$ cat src/rtl/watch_pkg.sv
// ---------------------------------------------------------------------------
// watch_pkg
// Shared definitions for the HH:MM watch controller:
//   - calibration state codes (the state code is also the value shown on
//     control_dig, so the codes are fixed, not free encodings)
//   - per-digit modulus limits for the time registers
//   - display scan positions
//   - incMod helper used for both calibration increments and run carries
// ---------------------------------------------------------------------------
package watch_pkg;

    localparam logic [2:0] ST_RUN      = 3'd0;
    localparam logic [2:0] ST_SET_HH_T = 3'd4;
    localparam logic [2:0] ST_SET_HH_U = 3'd3;
    localparam logic [2:0] ST_SET_MM_T = 3'd2;
    localparam logic [2:0] ST_SET_MM_U = 3'd1;

    typedef enum logic [2:0] {
        STATE_RUN      = ST_RUN,
        STATE_SET_HH_T = ST_SET_HH_T,
        STATE_SET_HH_U = ST_SET_HH_U,
        STATE_SET_MM_T = ST_SET_MM_T,
        STATE_SET_MM_U = ST_SET_MM_U
    } state_e;

    localparam logic [3:0] LIM_MM_U    = 4'd10;
    localparam logic [3:0] LIM_MM_T    = 4'd6;
    localparam logic [3:0] LIM_HH_T    = 4'd3;
    localparam logic [3:0] LIM_HH_U    = 4'd10;
    localparam logic [3:0] LIM_HH_U_HI = 4'd4;
    localparam logic [5:0] LIM_SEC     = 6'd60;

    // Highest legal hour-tens value; at this value hour-units is limited
    // to LIM_HH_U_HI so that the hour never exceeds 23.
    localparam logic [3:0] HH_T_MAX    = 4'd2;

    localparam logic [1:0] POS_HH_T = 2'd0;
    localparam logic [1:0] POS_HH_U = 2'd1;
    localparam logic [1:0] POS_MM_T = 2'd2;
    localparam logic [1:0] POS_MM_U = 2'd3;

    // Increment a BCD digit modulo 'limit'. The >= test also folds any
    // out-of-range value back to zero instead of letting it run away.
    function automatic logic [3:0] incMod(input logic [3:0] value,
                                          input logic [3:0] limit);
        return (value >= limit - 4'd1) ? 4'd0 : value + 4'd1;
    endfunction

endpackage

$ cat src/rtl/watch_tick_gen.sv
// ---------------------------------------------------------------------------
// watch_tick_gen
// Time base for the watch: one-second divider, half-second blink phase and
// the display scan position counter.
//
// Ports:
//   clk_i        in   1  clock
//   rst_i        in   1  synchronous active-high reset
//   restart_i    in   1  restart the second divider and blink phase
//   secStrobe_o  out  1  high on the last clock of every TICK_DIV period
//   secEn_o      out  1  registered blink phase, high for the first half
//   sel_o        out  2  registered scan position
//   selNext_o    out  2  scan position that sel_o takes on the next edge
// ---------------------------------------------------------------------------
module watch_tick_gen
    import watch_pkg::*;
#(
    parameter int TICK_DIV = 50_000_000,
    parameter int SCAN_DIV = 50_000
) (
    input  logic       clk_i,
    input  logic       rst_i,
    input  logic       restart_i,
    output logic       secStrobe_o,
    output logic       secEn_o,
    output logic [1:0] sel_o,
    output logic [1:0] selNext_o
);

    localparam int TW = $clog2(TICK_DIV);
    localparam int SW = (SCAN_DIV > 1) ? $clog2(SCAN_DIV) : 1;
    localparam logic [TW-1:0] TICK_LAST = TW'(TICK_DIV - 1);
    localparam logic [TW-1:0] TICK_HALF = TW'(TICK_DIV / 2);
    localparam logic [SW-1:0] SCAN_LAST = SW'(SCAN_DIV - 1);

    logic [TW-1:0] tickCnt_q, tickCnt_d;
    logic          secEn_q, secEn_d;
    logic [SW-1:0] scanCnt_q, scanCnt_d;
    logic [1:0]    sel_q, sel_d;

    assign secStrobe_o = (tickCnt_q == TICK_LAST);

    // Second divider and blink phase. The blink register is derived from
    // the next counter value so that it is high exactly while the counter
    // sits in the first half of the period, and a restart lines it up with
    // the fresh second.
    always_comb begin
        tickCnt_d = tickCnt_q + TW'(1);
        if (restart_i || secStrobe_o) begin
            tickCnt_d = '0;
        end
        secEn_d = (tickCnt_d < TICK_HALF);
    end

    // Scan divider: sel advances once every SCAN_DIV clocks in every state
    // and is never disturbed by the calibration restart.
    always_comb begin
        scanCnt_d = scanCnt_q + SW'(1);
        sel_d     = sel_q;
        if (scanCnt_q == SCAN_LAST) begin
            scanCnt_d = '0;
            sel_d     = (sel_q == POS_MM_U) ? POS_HH_T : sel_q + 2'd1;
        end
    end

    // State registers for both dividers.
    always_ff @(posedge clk_i) begin
        if (rst_i) begin
            tickCnt_q <= '0;
            secEn_q   <= 1'b1;
            scanCnt_q <= '0;
            sel_q     <= POS_HH_T;
        end else begin
            tickCnt_q <= tickCnt_d;
            secEn_q   <= secEn_d;
            scanCnt_q <= scanCnt_d;
            sel_q     <= sel_d;
        end
    end

    assign secEn_o   = secEn_q;
    assign sel_o     = sel_q;
    assign selNext_o = sel_d;

endmodule

$ cat src/rtl/watch_ctrl.sv
// ---------------------------------------------------------------------------
// watch_ctrl
// Timekeeping and display sequencing for a four-digit HH:MM watch. Keeps
// hours, minutes and seconds, runs the mode/increment calibration FSM and
// feeds the seven-segment stage with the digit at the current scan position.
//
// Ports:
//   clk          in   1  clock
//   rst          in   1  synchronous active-high reset
//   key_mode     in   1  debounced pulse, steps the calibration state
//   key_inc      in   1  debounced pulse, increments the selected digit
//   control_dig  out  3  state code: 0 run, 4/3/2/1 digit being set
//   sel          out  2  scan position 0..3 (hour-tens .. minute-units)
//   key          out  4  BCD value of the digit at sel
//   sec_en       out  1  blink phase, high in the first half of a second
//
// Build option: define WATCH_SET_TIMEOUT_EN to leave calibration
// automatically after TIMEOUT_S idle seconds.
// ---------------------------------------------------------------------------
module watch_ctrl
    import watch_pkg::*;
#(
    parameter int TICK_DIV  = 50_000_000,
    parameter int SCAN_DIV  = 50_000,
    parameter int TIMEOUT_S = 10
) (
    input  logic       clk,
    input  logic       rst,
    input  logic       key_mode,
    input  logic       key_inc,
    output logic [2:0] control_dig,
    output logic [1:0] sel,
    output logic [3:0] key,
    output logic       sec_en
);

    // Parameter sanity checks at elaboration time.
    if (TICK_DIV < 4 || (TICK_DIV % 2) != 0) begin : g_badTickDiv
        $error("watch_ctrl: TICK_DIV must be even and at least 4");
    end
    if (SCAN_DIV < 1 || TIMEOUT_S < 1) begin : g_badDiv
        $error("watch_ctrl: SCAN_DIV and TIMEOUT_S must be at least 1");
    end

    state_e     state_q, state_d;
    logic [3:0] hourTens_q, hourTens_d;
    logic [3:0] hourUnits_q, hourUnits_d;
    logic [3:0] minTens_q, minTens_d;
    logic [3:0] minUnits_q, minUnits_d;
    logic [5:0] sec_q, sec_d;
    logic [3:0] key_q, key_d;
    logic       restart;
    logic       secStrobe;
    logic [1:0] selNext;

    watch_tick_gen #(
        .TICK_DIV (TICK_DIV),
        .SCAN_DIV (SCAN_DIV)
    ) u_tickGen (
        .clk_i       (clk),
        .rst_i       (rst),
        .restart_i   (restart),
        .secStrobe_o (secStrobe),
        .secEn_o     (sec_en),
        .sel_o       (sel),
        .selNext_o   (selNext)
    );

`ifdef WATCH_SET_TIMEOUT_EN
    localparam int IDLE_W = $clog2(TIMEOUT_S + 1);
    localparam logic [IDLE_W-1:0] IDLE_LAST = IDLE_W'(TIMEOUT_S - 1);
    logic [IDLE_W-1:0] idle_q, idle_d;
`endif

    // Next-state logic for the FSM and the time registers. Mode has
    // priority over inc, so a simultaneous inc is simply dropped. The
    // run-time carry chain only fires in RUN, which freezes the time
    // during calibration while the dividers keep running.
    always_comb begin
        state_d     = state_q;
        hourTens_d  = hourTens_q;
        hourUnits_d = hourUnits_q;
        minTens_d   = minTens_q;
        minUnits_d  = minUnits_q;
        sec_d       = sec_q;
        restart     = 1'b0;

        if (key_mode) begin
            unique case (state_q)
                STATE_RUN:      state_d = STATE_SET_HH_T;
                STATE_SET_HH_T: state_d = STATE_SET_HH_U;
                STATE_SET_HH_U: state_d = STATE_SET_MM_T;
                STATE_SET_MM_T: state_d = STATE_SET_MM_U;
                STATE_SET_MM_U: begin
                    state_d = STATE_RUN;
                    sec_d   = '0;
                    restart = 1'b1;
                end
                default:        state_d = STATE_RUN;
            endcase
        end else if (key_inc) begin
            unique case (state_q)
                STATE_SET_HH_T: begin
                    hourTens_d = incMod(hourTens_q, LIM_HH_T);
                    // Entering the 20s must never leave an hour of 24..29.
                    if (hourTens_d == HH_T_MAX && hourUnits_q > LIM_HH_U_HI - 4'd1) begin
                        hourUnits_d = LIM_HH_U_HI - 4'd1;
                    end
                end
                STATE_SET_HH_U: begin
                    hourUnits_d = incMod(hourUnits_q,
                                         (hourTens_q == HH_T_MAX) ? LIM_HH_U_HI : LIM_HH_U);
                end
                STATE_SET_MM_T: minTens_d  = incMod(minTens_q, LIM_MM_T);
                STATE_SET_MM_U: minUnits_d = incMod(minUnits_q, LIM_MM_U);
                default: ;
            endcase
        end

        if (state_q == STATE_RUN && secStrobe) begin
            if (sec_q == LIM_SEC - 6'd1) begin
                sec_d      = '0;
                minUnits_d = incMod(minUnits_q, LIM_MM_U);
                if (minUnits_q == LIM_MM_U - 4'd1) begin
                    minTens_d = incMod(minTens_q, LIM_MM_T);
                    if (minTens_q == LIM_MM_T - 4'd1) begin
                        if (hourTens_q == HH_T_MAX && hourUnits_q == LIM_HH_U_HI - 4'd1) begin
                            hourTens_d  = '0;
                            hourUnits_d = '0;
                        end else if (hourUnits_q == LIM_HH_U - 4'd1) begin
                            hourUnits_d = '0;
                            hourTens_d  = hourTens_q + 4'd1;
                        end else begin
                            hourUnits_d = hourUnits_q + 4'd1;
                        end
                    end
                end
            end else begin
                sec_d = sec_q + 6'd1;
            end
        end

`ifdef WATCH_SET_TIMEOUT_EN
        // Idle timeout: count second strobes while calibrating with no
        // button activity; the last one forces a normal exit to RUN.
        idle_d = '0;
        if (state_q != STATE_RUN && !key_mode && !key_inc && secStrobe) begin
            if (idle_q == IDLE_LAST) begin
                state_d = STATE_RUN;
                sec_d   = '0;
                restart = 1'b1;
            end else begin
                idle_d = idle_q + IDLE_W'(1);
            end
        end else if (state_q != STATE_RUN && !key_mode && !key_inc) begin
            idle_d = idle_q;
        end
`endif
    end

    // The key mux looks ahead at the scan position being entered so that
    // key and sel change on the same edge, using this cycle's digits.
    always_comb begin
        unique case (selNext)
            POS_HH_T: key_d = hourTens_q;
            POS_HH_U: key_d = hourUnits_q;
            POS_MM_T: key_d = minTens_q;
            default:  key_d = minUnits_q;
        endcase
    end

    // FSM state, time registers and the registered key output.
    always_ff @(posedge clk) begin
        if (rst) begin
            state_q     <= STATE_RUN;
            hourTens_q  <= '0;
            hourUnits_q <= '0;
            minTens_q   <= '0;
            minUnits_q  <= '0;
            sec_q       <= '0;
            key_q       <= '0;
        end else begin
            state_q     <= state_d;
            hourTens_q  <= hourTens_d;
            hourUnits_q <= hourUnits_d;
            minTens_q   <= minTens_d;
            minUnits_q  <= minUnits_d;
            sec_q       <= sec_d;
            key_q       <= key_d;
        end
    end

`ifdef WATCH_SET_TIMEOUT_EN
    // Idle second counter for the calibration timeout.
    always_ff @(posedge clk) begin
        if (rst) begin
            idle_q <= '0;
        end else begin
            idle_q <= idle_d;
        end
    end
`endif

    assign control_dig = state_q;
    assign key         = key_q;

endmodule
$ cat config.mk
export PLATFORM = sky130hd
export DESIGN_NAME = watch_ctrl
export DESIGN_NICKNAME = d
export VERILOG_FILES = /design/src/rtl/watch_pkg.sv /design/src/rtl/watch_tick_gen.sv /design/src/rtl/watch_ctrl.sv
export SDC_FILE = /design/constraint.sdc
export NUM_CORES = 1
export LEC_CHECK = 0
export CAP_MARGIN = 10
export CORE_ASPECT_RATIO = 1.5
export CORE_MARGIN = 1
export CORE_UTILIZATION = 65
export CTS_CLUSTER_DIAMETER = 100
export CTS_CLUSTER_SIZE = 24
export DETAILED_ROUTE_END_ITERATION = 7
export PLACE_DENSITY = 0.84
export SLEW_MARGIN = 25
export SYNTH_ARGS = -nofsm -noshare
export SYNTH_HDL_FRONTEND = slang
export SYNTH_SLANG_ARGS = --single-unit
export TNS_END_PERCENT = 5
$ cat constraint.sdc
create_clock -name clk -period 7.8 [get_ports clk]
set_input_delay 1.56 -clock clk [delete_from_list [all_inputs] [get_ports clk]]
set_output_delay 1.56 -clock clk [all_outputs]
set_load 0.02 [all_outputs]
==> flow_summary_export.csv, run 1 <==
group,metric,value,unit
outcome,status,"complete, no violations",
layout,fill_cells,488,
worst_setup_path,end_kind,"register",
layout,area_growth,7.22,%
power,p_leak,1.60,nW
power,pwr-share-comb,4.4,%
placement,gp_congestion,0.855,
layout,final_core_util,71.8,%
worst_setup_path,r2r_cells,8,
synth,synth_edf_count,0,
worst_hold_path,hold_path_depth,1,
synth,async_flop_share,0,%
detailed_routing,avgViaCountPerCell,6.17,
die,die_area,6590,um2
synth,synth_cell_types,70,
placement,numPortBuffers,13,
power,p_int,0.518,mW
detailed_routing,antenna_left,0,
detailed_routing,dr.pass1.iters,5,
die,initial_core_util,66.9,%
power,swShare,25.4,%
synth,syn_avg_cell_area,8.45,um2
clocking,cts-resized-gates,0,
die,core_area,6090,um2
synth,ys_top_cells_by_area,"dfxtp_1, nor2_1, ha_1",
worst_setup_path,path_class,"in2reg",
timing,setup_tns,0,ps
synth,yosys_warnings,0,
layout,drive_above_1_share,8.55,%
worst_setup_path,crit_fanout,23,
global_route,track_usage,28.0,%
detailed_routing,vias,3486,
timing,hold_viol,0,
clocking,postCtsSetupBuffers,0,
synth,yosys_register_bits,74,
synth,yosys.area_share.adder,4.91,%
power,switchingPower,0.176,mW
clocking,clock-sinks,74,
global_route,grt_max_degree,34,
timing,worst_pin_slew,938,ps
detailed_routing,drc,0,
layout,fin_nets,506,
global_route,grt_pass1_wl,14100,um
detailed_routing,drt_iter0_markers,129,
timing,skew,11.8,ps
global_route,grt_antenna_before_repair,0,
power,pwr-share-seq,56.1,%
worst_hold_path,hold_path.class,"reg2reg",
die,dieHeight,99.0,um
synth,synth-main-ff-cell,"dfxtp_1",
global_route,grt-ovfl-total,0,
timing,slew_viol_final,0,
layout,layout_commonest_cell,"dfxtp_1",
worst_setup_path,crit_path_start_kind,"primary input",
run,cap_violations,0,
timing,rsz0062_at_grt,"no",
clocking,cts_root_buffer,"clkbuf_8",
power,power_density,159,nW/um2
clocking,cts_buffers,9,
synth,synthMuxAreaShare,3.50,%
synth,synth_area,4070,um2
clocking,insertion_delay,360,ps
clocking,cts_tree,"done",
power,ir_drop,0.000126,V
die,die_width,66.6,um
synth,synth_compound_area_share,10.4,%
timing,maxSlewHeadroom,36.9,%
die,rows,35,
layout,antenna_cells,0,
power,pwr-share-clk,39.5,%
synth,synth-simple-area-share,33.3,%
clocking,cts.clk_slew.worst_paths,80,ps
layout,mostFrequentLayoutCells,"dfxtp_1, nor2_1, nand2_1",
worst_setup_path,arrival,3580,ps
clocking,holdBufCountCts,0,
synth,synth_xor_area_share,7.31,%
layout,multi_input_area,2420,um2
detailed_routing,routedWlPerCell,15.2,um
synth,synth_top_cell_by_area,"dfxtp_1",
synth,seq_area_frac_synth,36.4,%
placement,hpwl,6310,um
layout,regArea,1480,um2
detailed_routing,drt_wl_total,8590,um
worst_setup_path,cp.required,8090,ps
clocking,ctsHtreeMaxLevel,3,
timing,setup_violations,0,
timing,max_freq,304,MHz
die,io_pins,14,
timing,min_period,3290,ps
synth,synth_top_family_by_area,"simple AND/OR/NAND/NOR gates",
global_route,first_global_vias,3350,
timing,period_share,42.2,%
synth,yosysTopAreaCellShare,36.4,%
synth,syn-num-nets,502,
synth,syn_inst,482,
clocking,cts_buffer_depth,2,
[per-stage QoR]
stage | setup WS, ps | cells | cell area [um2] | hold slack [ps] | total power [mW]
after detailed placement | 4140 | 549 | 4190 | 437 | 0.429
final | 4510 | 565 | 4370 | 450 | 0.694
after global routing | 4310 | 565 | 4370 | 482 | 0.717
after global placement | 4210 | 549 | 4190 | 422 | 0.428
after floorplan | 4840 | 482 | 4070 | 413 | 0.421
after CTS | 4490 | 565 | 4370 | 454 | 0.699
[state kept, by name (all words and copies together), names as in the netlist, 3 cells and up]
register	cells
u_tickGen.tickCnt_q	26
u_tickGen.scanCnt_q	16
sec_q	6
hourTens_q	4
hourUnits_q	4
key	4
minTens_q	4
minUnits_q	4
control_dig	3
[logic make-up (layout without fill, tap and decap cells)]
kind of cell,count (synthesis),in the layout
muxes,9,9
and+or+nand+nor,246,246
AOI/OAI and AO/OA,66,66
buffers and inverters,37,46
adders and majority gates,16,16
xor gates and xnor gates,34,34
DFF,74,74
[final cells by class]
type                            count  share of cell area [%]
Tap cell                           74                    2.12
Clock inverter                      6                   0.917
Multi-Input combinational cell    371                    55.4
Timing Repair Buffer               14                    3.15
Sequential cell                    74                    33.9
Inverter                           16                    1.37
Clock buffer                       10                    3.15
[synthesized netlist by cell type (4+ instances only)]
cell      count
xnor2_1      17
nor3_1       13
nand3_1      27
nor4_1        9
a21oi_1      22
or4_1         7
nor2_1       73
nor2b_1      12
ha_1         16
o21ai_0      11
o211ai_1      4
nand4_1      12
o22ai_1       4
clkbuf_1     14
or2_2         4
or3_1         5
mux4_2        4
xor2_1       17
nand3b_1      7
inv_1        16
dfxtp_1      74
nand2_1      33
and3_1       12
[final timing paths]
| check | start | endpoint | slack (ps) |
|---|---|---|---|
| max | key_mode | u_tickGen.secEn_o$_SDFF_PP1_ | 4510 |
| min | u_tickGen.scanCnt_q[0]$_SDFF_PP0_ | u_tickGen.scanCnt_q[0]$_SDFF_PP0_ | 450 |
| max reg2reg | u_tickGen.tickCnt_q[0]$_SDFF_PP0_ | minTens_q[2]$_SDFF_PP0_ | 4750 |
| min reg2reg | u_tickGen.scanCnt_q[0]$_SDFF_PP0_ | u_tickGen.scanCnt_q[0]$_SDFF_PP0_ | 450 |
[worst max-delay path, cell delays in order]
cell and delay [ps]:
clkdlybuf4s50_1 600, nand2_1 100, nor3_1 300, or3_1 670, nor2_1 160, o211ai_1 190
[routing by layer]
metal	track usage, %	vias to the layer above	share of wire, %
met2	52.1	70	54
met5	0	-	0
met4	14.6	0	2.9
met1	27.4	1660	41
li1	-	1732	-
met3	6.71	24	2.9
[power by group through the flow]
stage               Combinational, mW  Clock, mW  Sequential, mW
CTS                            0.0311      0.279           0.389
finish                         0.0308      0.274           0.389
floorplan                      0.0245          0           0.396
global route                   0.0341      0.292           0.390
global placement               0.0303          0           0.398
detailed placement             0.0310          0           0.398
(Power assumes the default switching activity.)
==> inputs of run 2 (changes only) <==
Settings changed: CORE_UTILIZATION 65 to 61, PLACE_DENSITY 0.84 to 0.79.
Clock period 7.8 ns to 3.21 ns, I/O delays scaled along.
==> flow_summary_export.csv, run 2 (synthesis gave the netlist of run 1 again) <==
group,metric,value,unit
clocking,cts_buffers,9,
detailed_routing,avgViaCountPerCell,6.07,
die,die_area,7020,um2
power,pwr-share-clk,43.7,%
power,swShare,22.5,%
layout,largest_registers,"u_tickGen.tickCnt_q: 26 flops, u_tickGen.scanCnt_q: 16 flops, sec_q: 6 flops",
clocking,cts_root_buffer,"clkbuf_8",
clocking,insertion_delay,360,ps
global_route,first_global_vias,3297,
run,cap_violations,0,
clocking,cts_tree,"done",
worst_setup_path,end_kind,"register",
layout,top_register,"u_tickGen.tickCnt_q",
layout,largest_reg_flops,26,
worst_setup_path,path_class,"reg2reg",
layout,antenna_cells,0,
layout,mostFrequentLayoutCells,"dfxtp_1, nor2_1, nand2_1",
global_route,grt-ovfl-total,0,
outcome,status,"complete, no violations",
worst_setup_path,arrival,3330,ps
worst_setup_path,crit_path_start_kind,"register",
die,rows,36,
timing,worst_pin_slew,594,ps
global_route,grt_pass1_wl,14300,um
layout,final_area,4460,um2
worst_setup_path,cp.required,3500,ps
worst_hold_path,hold_path.class,"reg2reg",
timing,hold_viol,0,
detailed_routing,dr.pass1.iters,4,
placement,dpl_cell_area,4250,um2
power,power_density,408,nW/um2
detailed_routing,drt_iter0_markers,247,
die,die_width,68.7,um
power,pwr-share-seq,51.9,%
power,p_leak,1.65,nW
global_route,track_usage,26.9,%
layout,layout_commonest_cell,"dfxtp_1",
clocking,clock-sinks,74,
timing,hold_ws,468,ps
detailed_routing,antenna_left,0,
detailed_routing,vias,3476,
power,ir_drop,0.000379,V
placement,pre_cts_ws,220,ps
timing,setup_violations,0,
die,io_pins,14,
timing,skew,4.28,ps
clocking,holdBufCountCts,0,
detailed_routing,drc,0,
power,p_int,1.41,mW
clocking,cts-resized-gates,0,
layout,regArea,1480,um2
detailed_routing,drt_wl_total,8490,um
timing,min_period,3040,ps
timing,max_freq,329,MHz
timing,rsz0062_at_grt,"no",
power,switchingPower,0.409,mW
timing,slew_viol_final,0,
layout,area_growth,9.52,%
placement,numPortBuffers,13,
layout,fin_nets,513,
power,pwr-share-comb,4.3,%
clocking,postCtsSetupBuffers,0,
layout,drive_above_1_share,9.66,%
global_route,grt_antenna_before_repair,0,
placement,dp_cells,558,
layout,fill_cells,540,
clocking,ctsHtreeMaxLevel,3,
placement,gp_congestion,0.870,
clocking,cts_buffer_depth,2,
placement,hpwl,6210,um
clocking,cts.clk_slew.worst_paths,70,ps
die,initial_core_util,62.8,%
timing,fin_ws,174,ps
timing,setup_tns,0,ps
timing,period_share,94.6,%
layout,multi_input_area,2420,um2
layout,final_cells,573,
global_route,grt_max_degree,16,
die,dieHeight,102,um
timing,maxSlewHeadroom,60.4,%
die,core_area,6490,um2
detailed_routing,routedWlPerCell,14.8,um
worst_setup_path,crit_fanout,8,
-- run 2: cell count changes in the layout (fill, tap and decap cells not counted) --
cell / delta
buf_4: +7
bufinv_16: +2
clkinv_2: -1
clkinvlp_4: -1
inv_6: -1
-- run 2: power by group through the flow --
stage | combinational (mW) | clock, mW | sequential [mW]
after CTS | 0.0788 | 0.815 | 0.946
after floorplan | 0.0595 | 0 | 0.963
final | 0.0791 | 0.796 | 0.946
after detailed placement | 0.0781 | 0 | 0.968
after global routing | 0.0868 | 0.844 | 0.949
after global placement | 0.0769 | 0 | 0.966
-- run 2: area by class of cell --
cell class | count | share of cell area (%)
inverter | 16 | 1.35
timing repair buffer | 21 | 4.26
sequential | 74 | 33.2
clock inverter | 5 | 1.77
tap | 76 | 2.13
multi-input combinational | 371 | 54.2
clock buffer | 10 | 3.08
-- run 2: layer usage --
metal	vias to the layer above	track usage [%]	wire (um)
li1	1740	-	-
met1	1648	30.2	3550
met2	69	47.1	4420
met3	19	5.92	314
met4	0	12.4	200
met5	-	0	0
-- run 2: metrics by stage --
stage	util [%]	power, mW
2_1_floorplan	-	1.02
3_3_place_gp	65.5	1.04
3_5_place_dp	65.5	1.05
4_1_cts	68.8	1.84
5_1_grt	68.8	1.88
6_report	68.8	1.82
-- run 2: final timing paths --
kind / startpoint / endpoint / slack (ps) / depth (start not counted)
setup / recovery: u_tickGen.tickCnt_q[0]$_SDFF_PP0_ / minTens_q[3]$_SDFF_PP0_ / 170 / 8
hold / removal: u_tickGen.scanCnt_q[0]$_SDFF_PP0_ / u_tickGen.scanCnt_q[0]$_SDFF_PP0_ / 470 / 1
setup reg to reg: u_tickGen.tickCnt_q[0]$_SDFF_PP0_ / minTens_q[3]$_SDFF_PP0_ / 170 / 8
hold reg to reg: u_tickGen.scanCnt_q[0]$_SDFF_PP0_ / u_tickGen.scanCnt_q[0]$_SDFF_PP0_ / 470 / 1
-- run 2: worst max-delay path, cell delays in order, from the launching register on --
cell,delay [ps]
dfxtp_1,390
ha_1,240
nand3_2,140
or4_4,600
nor4_4,370
mux2i_1,110
or3_1,430
or4_1,550
a21oi_1,150
==> inputs of run 3 (changes only) <==
Settings changed: SETUP_SLACK_MARGIN from default to 0.02.
==> results of run 3 <==
Final layout, timing and power as in run 2 (identical DEF).
